==> config.mk <==
export PLATFORM = sky130hd
export DESIGN_NAME = pc_gen
export DESIGN_NICKNAME = d
export VERILOG_FILES = /design/src/rtl/pc_gen_pkg.sv /design/src/rtl/pc_incr.sv /design/src/rtl/pc_gen.sv
export SDC_FILE = /design/constraint.sdc
export NUM_CORES = 1
export LEC_CHECK = 0
export ABC_CLOCK_PERIOD_IN_PS = 4900
export CAP_MARGIN = 20
export CORE_MARGIN = 2
export CORE_UTILIZATION = 50
export DETAILED_ROUTE_END_ITERATION = 12
export DONT_BUFFER_PORTS = 1
export GPL_ROUTABILITY_DRIVEN = 0
export PLACE_DENSITY_LB_ADDON = 0.12
export REMOVE_ABC_BUFFERS = 1
export SYNTH_ARGS = -nofsm -noshare
export SYNTH_HDL_FRONTEND = slang
export SYNTH_SLANG_ARGS = --single-unit
==> constraint.sdc <==
create_clock -name clk -period 4.9 [get_ports clk]
set_clock_uncertainty 0.05 [all_clocks]
set_input_delay 0.735 -clock clk [delete_from_list [all_inputs] [get_ports clk]]
set_output_delay 0.735 -clock clk [all_outputs]
set_load 0.05 [all_outputs]
==> src/rtl/pc_gen_pkg.sv <==
// Shared types for the program-counter generator: FSM states and next-PC source select.
// Latency: n/a (types and constants only).
// Backpressure: n/a.
// Optional feature macro used by importers: PC_GEN_RVC_EN (16-bit compressed instructions).
package pc_gen_pkg;

   // Controller states; BOOT lasts exactly one cycle after reset unless a trap/redirect moves on first.
   typedef enum logic [1:0] {
      BOOT = 2'd0,
      RUN  = 2'd1,
      HALT = 2'd2
   } pcState_t;

   // Source of the next PC value, listed in decreasing priority.
   typedef enum logic [1:0] {
      TRAP     = 2'd0,
      REDIRECT = 2'd1,
      HOLD     = 2'd2,
      SEQ      = 2'd3
   } pcSel_t;

   // Instruction-size increments.
   localparam int INCR_STD = 4;
   localparam int INCR_RVC = 2;

endpackage

==> src/rtl/pc_incr.sv <==
// Sequential-address adder: pcNext = pcCur + instruction size, wrapping modulo 2^XLEN.
// Latency: combinational.
// Backpressure: none; pure function of its inputs.
// Ports: pcCur (current PC), isCompressed (16-bit instruction flag), pcNext (link / fall-through PC).
// Macro PC_GEN_RVC_EN: when defined, isCompressed selects a 2-byte step; otherwise it is ignored.
module pc_incr
   import pc_gen_pkg::*;
#(
   parameter int XLEN = 32
) (
   input  logic [XLEN-1:0] pcCur,
   input  logic            isCompressed,
   output logic [XLEN-1:0] pcNext
);

`ifdef PC_GEN_RVC_EN
   assign pcNext = pcCur + (isCompressed ? XLEN'(INCR_RVC) : XLEN'(INCR_STD));
`else
   // Port kept for a uniform interface; the flag has no effect in this build.
   logic unusedIsCompressed;
   assign unusedIsCompressed = isCompressed;
   assign pcNext = pcCur + XLEN'(INCR_STD);
`endif

endmodule

==> src/rtl/pc_gen.sv <==
// Program-counter generator: BOOT/RUN/HALT controller choosing trap, redirect, hold or sequential PC.
// Latency: one cycle from request inputs to registered pc / misalign_err; pc_plus is combinational.
// Backpressure: fetch_ready=0 holds pc in RUN; trap and redirect are taken regardless of fetch_ready.
// Ports: clk, rst (async active-high); fetch_ready, redirect_valid/redirect_target, trap_valid,
//   halt_req, resume, is_compressed in; pc, pc_valid, pc_plus, misalign_err out.
// Macro PC_GEN_RVC_EN: 2-byte alignment and 2-byte steps for compressed instructions.
module pc_gen
   import pc_gen_pkg::*;
#(
   parameter int              XLEN         = 32,
   parameter logic [XLEN-1:0] RESET_VECTOR = 32'h0000_0000,
   parameter logic [XLEN-1:0] TRAP_VECTOR  = 32'h0000_0100
) (
   input  logic            clk,
   input  logic            rst,
   input  logic            fetch_ready,
   input  logic            redirect_valid,
   input  logic [XLEN-1:0] redirect_target,
   input  logic            trap_valid,
   input  logic            halt_req,
   input  logic            resume,
   input  logic            is_compressed,
   output logic [XLEN-1:0] pc,
   output logic            pc_valid,
   output logic [XLEN-1:0] pc_plus,
   output logic            misalign_err
);

   // Low address bits that must be zero for a legal instruction address.
`ifdef PC_GEN_RVC_EN
   localparam logic [XLEN-1:0] LOW_BITS = XLEN'(1);
`else
   localparam logic [XLEN-1:0] LOW_BITS = XLEN'(3);
`endif

   pcState_t        stateQ;
   pcState_t        stateNext;
   pcSel_t          pcSel;
   logic [XLEN-1:0] pcNext;
   logic [XLEN-1:0] redirectAligned;
   logic            misalignNext;

   pc_incr #(
      .XLEN(XLEN)
   ) u_pc_incr (
      .pcCur       (pc),
      .isCompressed(is_compressed),
      .pcNext      (pc_plus)
   );

   assign redirectAligned = redirect_target & ~LOW_BITS;
   // Flag only when the redirect is actually taken, i.e. not shadowed by a trap.
   assign misalignNext    = (pcSel == REDIRECT) && ((redirect_target & LOW_BITS) != '0);

   // State register (with the PC and the error pulse it qualifies).
   always_ff @(posedge clk or posedge rst) begin
      if (rst) begin
         stateQ       <= BOOT;
         pc           <= RESET_VECTOR;
         misalign_err <= 1'b0;
      end else begin
         stateQ       <= stateNext;
         pc           <= pcNext;
         misalign_err <= misalignNext;
      end
   end

   // Next-state and next-PC selection, highest priority first.
   always_comb begin
      pcSel     = HOLD;
      stateNext = stateQ;
      if (trap_valid) begin
         pcSel     = TRAP;
         stateNext = RUN;
      end else if (redirect_valid) begin
         pcSel = REDIRECT;
         if (stateQ == BOOT) stateNext = RUN;
      end else if (halt_req) begin
         // BOOT always leaves after one cycle; a halt request there is not honoured.
         pcSel     = HOLD;
         stateNext = (stateQ == BOOT) ? RUN : HALT;
      end else begin
         case (stateQ)
            BOOT:    stateNext = RUN;
            RUN:     if (fetch_ready) pcSel = SEQ;
            HALT:    if (resume) stateNext = RUN;
            default: stateNext = BOOT;
         endcase
      end
   end

   always_comb begin
      pcNext = pc;
      case (pcSel)
         TRAP:     pcNext = TRAP_VECTOR;
         REDIRECT: pcNext = redirectAligned;
         SEQ:      pcNext = pc_plus;
         default:  pcNext = pc;
      endcase
   end

   // Outputs decoded from state.
   always_comb begin
      pc_valid = (stateQ == RUN);
   end

endmodule

== Yosys cells after proc, flatten, opt, wreduce, memory -nomap -nowiden ==
Cells that the tools add are included.

* Word-level logic and storage cells: 30
* Register bits after elaboration: 35

* Eq/ne operators: 7
* Reduce and logical (&&, ||, !) cells: 6
* Muxes and demuxes: 13
* $add $sub $neg: 1

{| class="wikitable"
|+ Operators by type and width
! cell !! number
|-
| $pmux 32 s3 || 1
|-
| $add 32x3->32 const B || 1
|-
| $reduce_bool 32->1 || 1
|-
| $mux 2 || 8
|-
| $pmux 2 s3 || 1
|-
| $ne 5x5->1 const B || 1
|-
| $eq 2x1->1 const B || 2
|-
| $eq 2x2->1 const B || 2
|-
| $logic_not 2->1 || 2
|-
| $ne 4x4->1 const B || 1
|-
| $mux 1 || 3
|-
| $ne 3x1->1 const B || 1
|-
| $reduce_and 3->1 || 1
|-
| $reduce_bool 3->1 || 1
|-
| $logic_and 1x1->1 || 1
|}

== Longest topological paths before layout ==
Gate-level depths: netlist of the first run.

* Depth after elaboration: 7
* Mapped depth: 7
* Depth with buffers taken out: 5

== By module ==
From an unflattened synthesis of the first run, not the netlist that was laid out.

* Cell total of the unflattened synthesis: 219
* Area total of the unflattened synthesis: 2210.9 µm²

{| class="wikitable"
|+ By module, submodules not included
! module !! area an instance (µm²) !! cells an instance !! sequential area each (µm²) !! instances
|-
| pc_gen || 1630.3 || 136 || 875.8 || 1
|-
| pc_incr || 580.6 || 83 || 0.0 || 1
|}

== Least setup slack after synthesis of the first run ==
No wires, ideal clock.

* Path type: reg-to-output
* From: reg pc[2]
* To: out pc_plus[26]
* Arrival time: 2923 ps
* Stages on the path, launching flop included: 8
* Required time: 4115 ps
* Path slack: 1192 ps
* Path buffers: 2
* Cells stage by stage: dfrtp_1 > ha_1 > and4_1 > nand4_1 > clkbuf_1 > clkbuf_1 > nor3_1 > xor2_1

* Word-level cells in the longest chain between the ends: 1

{| class="wikitable"
|+ Ends and longest elaborated chain
! element !! RTL line !! text
|-
| from (decl) || pc_gen.sv:23 || <nowiki>output logic [XLEN-1:0] pc,</nowiki>
|-
| from (signal assigned) || pc_gen.sv:63 || <nowiki>pc <= pcNext;</nowiki>
|-
| $add 32x3->32 || pc_incr.sv:22 || <nowiki>assign pcNext = pcCur + XLEN'(INCR_STD);</nowiki>
|-
| to (decl) || pc_gen.sv:25 || <nowiki>output logic [XLEN-1:0] pc_plus,</nowiki>
|}

Every way passes these cells.

== Worst setup path after layout of the first run ==
* From: reg pc[8]
* To: out pc_plus[17]

The elaborated chain is that of the path after synthesis.

==> impl_metrics.py, run 1 <==
metrics = {
    "outcome": {
        "outcome": "finished, final reports clean",
    },
    "clock_tree": {
        "cts_tree": "yes",
        "clock_latency_ns": 0.29,
        "cts_buffer_depth": 2,
        "path_clk_slew_ns": 0.07,
        "cts-root-buf": "clkbuf_8",
        "numCtsBuffers": 5,
        "htree_levels": 2,
        "cts.sink_count": 33,
        "cts_setup_buffers": 0,
        "cts_resized": 0,
        "postCtsHoldBufs": 0,
    },
    "floorplan": {
        "die_area_sq_mm": 0.00574,
        "die_y_um": 75.8,
        "io_pins": 106,
        "core_sq_mm": 0.00504,
        "rows": 26,
        "die_w_um": 75.8,
        "floorplan.initialDensity_pct": 51.1,
    },
    "route": {
        "drt_wl_total_mm": 7.18,
        "drc": 0,
        "drtIter0Drc": 159,
        "postRouteAntennaNets": 0,
        "via_per_inst": 6.39,
        "num_vias": 2447,
        "wl_per_cell_um": 18.7,
        "dr.pass1.iters": 4,
    },
    "final_layout": {
        "layout_commonest_cell": "nor2_1",
        "layout_common_cells": "34 x nor2_1, 33 x dfrtp_1, 20 x xor2_1, 20 x buf_4, 18 x nand2_1",
        "antenna_cells": 0,
        "finalInstanceArea_sq_mm": 0.00278,
        "register_area_sq_um": 826,
        "area_growth_pct": 7.72,
        "fillers": 510,
        "nets": 354,
        "drive_gt1_share_pct": 11.2,
        "multiInputGateArea_sq_mm": 0.00158,
        "post-route-util_pct": 55.0,
    },
    "timing": {
        "slew_viol_final": 0,
        "fin_setup_tns_ns": 0,
        "rsz0062_at_grt": "false",
        "tightest_slew_ns": 1.19,
        "slew_headroom_pct": 20.2,
        "setup_viol_count_final": 0,
        "hold_violations": 0,
        "fin_crit_sh_pct": 77.2,
        "fin_crit_ns": 3.78,
        "clock.fmax_mhz": 264,
    },
    "yosys": {
        "yosys.area.top_type": "dfrtp_1",
        "synth_top_area_share_pct": 32.1,
        "syn_area_sq_mm": 0.00258,
        "synth_cell_types": 49,
        "syn_inst": 311,
        "yosysSeqAreaShare_pct": 32.1,
        "syn_area_per_cell_sq_um": 8.28,
        "async_flop_share_pct": 100,
        "synth_edf_count": 0,
        "ys_ff_latch": 33,
        "yosys-top-cells-area": "dfrtp_1 32%, xor2_1 6.8%, a311oi_1 5.4%",
        "synth-main-ff-cell": "dfrtp_1",
        "yosys_warnings": 0,
    },
    "worst_setup_path": {
        "critPathSlowestCell": "xor2_1",
        "critPathBufInv": 0,
        "rr_worst_depth": 4,
        "critPathMaxFanout": 12,
        "critPathKind": "flop to output pin",
        "cpLargestDelayFamily": "simple AND/OR/NAND/NOR gates",
        "worstSetupStartpointType": "flop",
        "path_cells": "nand2_1 -> or3_1 -> nor3_1 -> xor2_1",
        "crit_arrival_ns": 3.00,
        "cp.required_ns": 4.12,
        "path_depth": 4,
        "cpPeakStageDelay_ns": 0.83,
        "end_kind": "output pin",
    },
    "pwr": {
        "p_int_uw": 444,
        "p_sw_uw": 324,
        "powerDensity_mw_per_mm2": 277,
        "sw_frac_of_total_pct": 42.2,
        "power_frac_seq_pct": 50.2,
        "pwr-share-clk_pct": 28.5,
        "leakage_uw": 0.00104,
        "power.share.combinational_pct": 21.3,
        "power_uw": 767,
        "peakVddDrop_mv": 0.119,
    },
    "placed_design": {
        "portBuffers": 0,
        "dp_hpwl_mm": 4.81,
        "place_area_sq_mm": 0.00269,
    },
    "worst_hold_path": {
        "hp-class": "input pin to async pin",
    },
    "global_routing": {
        "grt_pass1_wl_mm": 10.8,
        "grt.total_usage_pct": 24.7,
        "grt_start_max_net_pins": 39,
        "grt_pass1_vias": 2145,
        "grt-ovfl-total": 0,
        "antenna_found_initial": 0,
    },
    "job": {
        "maxCapViolCount": 0,
    },
}
layout make-up:
class                           count  area share (%)
Multi-Input combinational cell    242            57.1
Sequential cell                    33            29.8
Timing Repair Buffer               20            5.41
Tap cell                           70            3.16
Clock buffer                        7            3.11
Inverter                           11            1.49
synth_stat cells (4+ instances only):
master and count:
nor2_1 34, dfrtp_1 33, xor2_1 20, nand2_1 18
a311oi_1 16, clkbuf_1 16, or4_1 14, xnor2_1 14
nand3_1 13, nor3_1 13, inv_1 11, nor4_1 11
o31ai_1 11, o21ai_0 10, a211oi_1 7, nand4_1 7
or3_1 6, a31oi_1 5, buf_4 5, buf_2 4
stage by stage:
| step | cells | hold slack, ns | setup WS (ns) |
|---|---|---|---|
| 2_1_floorplan | 286 | 0.512 | 1.13 |
| 3_3_place_gp | 376 | 0.542 | 1.43 |
| 3_5_place_dp | 376 | 0.547 | 1.42 |
| 4_1_cts | 383 | 0.404 | 1.11 |
| 5_1_grt | 383 | 0.430 | 0.981 |
| 6_report | 383 | 0.380 | 1.12 |
final timing paths:
path | startpoint | end | slack (ns)
worst max-delay path | pc[8] | pc_plus[17] | 1.12
worst min-delay path | rst | pc[22] | 0.38
worst max register to register | pc[8] | pc[21] | 2.13
worst min register to register | stateQ[1] | stateQ[1] | 0.55
max in group asynchronous | rst | pc[12] | 4.10
min in group clk | trap_valid | pc[22] | 0.45
registers in the layout, indices dropped and copies added, names as in the netlist:
signal and count:
pc 30, stateQ 2, misalign_err 1
logic make-up after synthesis:
group                    synth area share, %
buffers and inverters                   6.90
adder cells (fa/ha/maj)                0.486
other                                  0.146
XOR/XNOR                                11.6
flip-flops                              32.1
AND/OR/NAND/NOR                         30.9
AO/OA/AOI/OAI                           17.9
metal layers:
layer / share of wire, % / up-vias / GRT usage, %
met1: 44 / 1172 / 32.2
li1: - / 1173 / -
met3: 7.5 / 8 / 7.67
met2: 47 / 94 / 40.4
met4: 1.2 / 0 / 5.26
met5: 0 / - / 0
power by group through the flow:
stage	Clock (uW)	Combinational, uW	Sequential (uW)
2_1_floorplan	0	134	380
3_3_place_gp	0	163	389
3_5_place_dp	0	165	390
4_1_cts	218	165	385
5_1_grt	230	175	389
6_report	219	164	385
worst reg2reg max path: cells and delay by family, from the launching register on:
kind             cells  cell delay [ns]
AO/OA/AOI/OAI        1             0.27
AND/OR/NAND/NOR      3             1.62
flip-flops           1             0.75
Note: power is estimated with default switching activity, not from simulation.
==> run 2, diff against run 1 <==
Settings changed: ABC_CLOCK_PERIOD_IN_PS 4900 to 3450.
Clock period 4.9 ns to 3.45 ns, I/O delays scaled along.
==> impl_metrics.py, run 2 (same netlist as run 1, synthesis figures left out) <==
metrics = {
    "placed_design": {
        "dp_hpwl_mm": 5.40,
        "dp_cells": 420,
        "portBuffers": 0,
    },
    "worst_hold_path": {
        "hold_end": "stateQ[1]",
        "hold_depth": 1,
        "worstHoldStart": "trap_valid",
        "hp-class": "input pin to flop",
    },
    "route": {
        "drc": 0,
        "postRouteAntennaNets": 0,
        "wl_per_cell_um": 17.6,
        "drt_wl_total_mm": 7.53,
        "drtIter0Drc": 184,
        "dr.pass1.iters": 4,
        "num_vias": 2610,
        "via_per_inst": 6.11,
    },
    "worst_setup_path": {
        "end_kind": "output pin",
        "rr_worst_depth": 7,
        "cp.required_ns": 2.88,
        "critPathKind": "flop to output pin",
        "worstReg2RegStart": "pc[3]",
        "path_cells": "buf_4 -> nand2_1 -> or4_4 -> nor4b_1 -> xor2_1 -> buf_4",
        "crit_arrival_ns": 2.47,
        "critical_path.startpoint": "pc[3]",
        "cpMostUsedCell": "buf_4",
        "cpPeakStageDelay_ns": 0.62,
        "critPathSlowestCell": "or4_4",
        "critPathMaxFanout": 10,
        "rr_endpoint": "pc[20]",
        "worstSetupStartpointType": "flop",
        "r2r_slack_ns": 0.95,
    },
    "global_routing": {
        "grt-ovfl-total": 0,
        "grt_pass1_vias": 2430,
        "grt.total_usage_pct": 26.6,
        "antenna_found_initial": 0,
        "grt_start_max_net_pins": 31,
        "grt_pass1_wl_mm": 11.6,
    },
    "floorplan": {
        "die_area_sq_mm": 0.00574,
        "core_sq_mm": 0.00504,
        "io_pins": 106,
        "rows": 26,
        "die_y_um": 75.8,
        "floorplan.initialDensity_pct": 51.1,
        "die_w_um": 75.8,
    },
    "final_layout": {
        "drive_gt1_share_pct": 22.1,
        "layout_commonest_cell": "buf_4",
        "top_register": "pc",
        "reg_top3": "pc (30), stateQ (2), misalign_err (1)",
        "layout_common_cells": "64 x buf_4, 34 x nor2_1, 33 x dfrtp_1",
        "area_growth_pct": 20.5,
        "largest_reg_flops": 30,
        "antenna_cells": 0,
        "finalNonFillerCells": 427,
        "fillers": 482,
        "nets": 398,
    },
    "timing": {
        "slew_headroom_pct": 38.0,
        "fin_crit_sh_pct": 88.1,
        "rsz0062_at_grt": "false",
        "fin_setup_tns_ns": 0,
        "slew_viol_final": 0,
        "setup_viol_count_final": 0,
        "hold_violations": 0,
        "fin_crit_ns": 3.04,
        "tightest_slew_ns": 0.929,
        "clock.fmax_mhz": 329,
    },
    "outcome": {
        "outcome": "finished, final reports clean",
    },
    "pwr": {
        "peakVddDrop_mv": 0.209,
        "powerDensity_mw_per_mm2": 363,
        "leakage_uw": 0.00126,
    },
    "clock_tree": {
        "path_clk_slew_ns": 0.06,
        "cts_resized": 0,
        "cts_setup_buffers": 0,
        "cts-root-buf": "clkbuf_8",
        "numCtsBuffers": 5,
        "cts.sink_count": 33,
        "cts_tree": "yes",
        "cts_buffer_depth": 2,
        "postCtsHoldBufs": 0,
        "htree_levels": 2,
        "clock_latency_ns": 0.28,
    },
    "job": {
        "maxCapViolCount": 0,
    },
}
-- run 2: report_power, final --
part,internal (uW),total (uW),switching [uW]
sequential,412,437,25.2
combinational,103,396,293
clock,158,294,136
total,673,1130,454
-- run 2: how the worst max path moves through the flow --
stage	slack, ns	end	cells after the start
floorplan	-0.10	pc_plus[24]	5
global placement	0.75	pc_plus[29]	6
detailed placement	0.73	pc_plus[24]	8
CTS	0.41	pc_plus[24]	8
global route	0.24	pc_plus[24]	8
finish	0.41	pc_plus[29]	6
-- run 2: cell type report --
| class | count | area [sq um] | share of cell area [%] |
|---|---|---|---|
| Multi-Input combinational cell | 242 | 1580 | 51.0 |
| Sequential cell | 33 | 826 | 26.6 |
| Timing Repair Buffer | 64 | 480 | 15.5 |
| Tap cell | 70 | 87.6 | 2.82 |
| Clock buffer | 7 | 86.3 | 2.78 |
| Inverter | 11 | 41.3 | 1.33 |
-- run 2: metal layers --
| layer | part of all wire, % | up-vias | GRT usage [%] | routed length (um) |
|---|---|---|---|---|
| li1 | - | 1255 | - | - |
| met1 | 42 | 1255 | 34.5 | 3180 |
| met2 | 50 | 95 | 45.3 | 3730 |
| met3 | 7.6 | 5 | 6.08 | 574 |
| met4 | 0.62 | 0 | 5.65 | 47 |
| met5 | 0 | - | 0 | 0 |
-- run 2: critical path, delay by kind of cell (launching register included) --
kind | cells | cell delay, ns
xor gates and xnor gates | 1 | 0.22
buffers and inverters | 2 | 0.45
DFF | 1 | 0.33
and+or+nand+nor | 3 | 1.20
-- run 2: through the flow --
stage | util [%] | worst slack, ns | hold slack, ns | total power (uW) | area, sq um
floorplan | - | -0.104 | 0.512 | 730 | 2450
CTS | 61.6 | 0.414 | 0.241 | 1130 | 3110
detailed placement | 59.9 | 0.731 | 0.537 | 840 | 3020
finish | 61.6 | 0.412 | 0.247 | 1130 | 3110
global route | 61.6 | 0.243 | 0.239 | 1180 | 3110
global placement | 59.9 | 0.749 | 0.536 | 836 | 3020
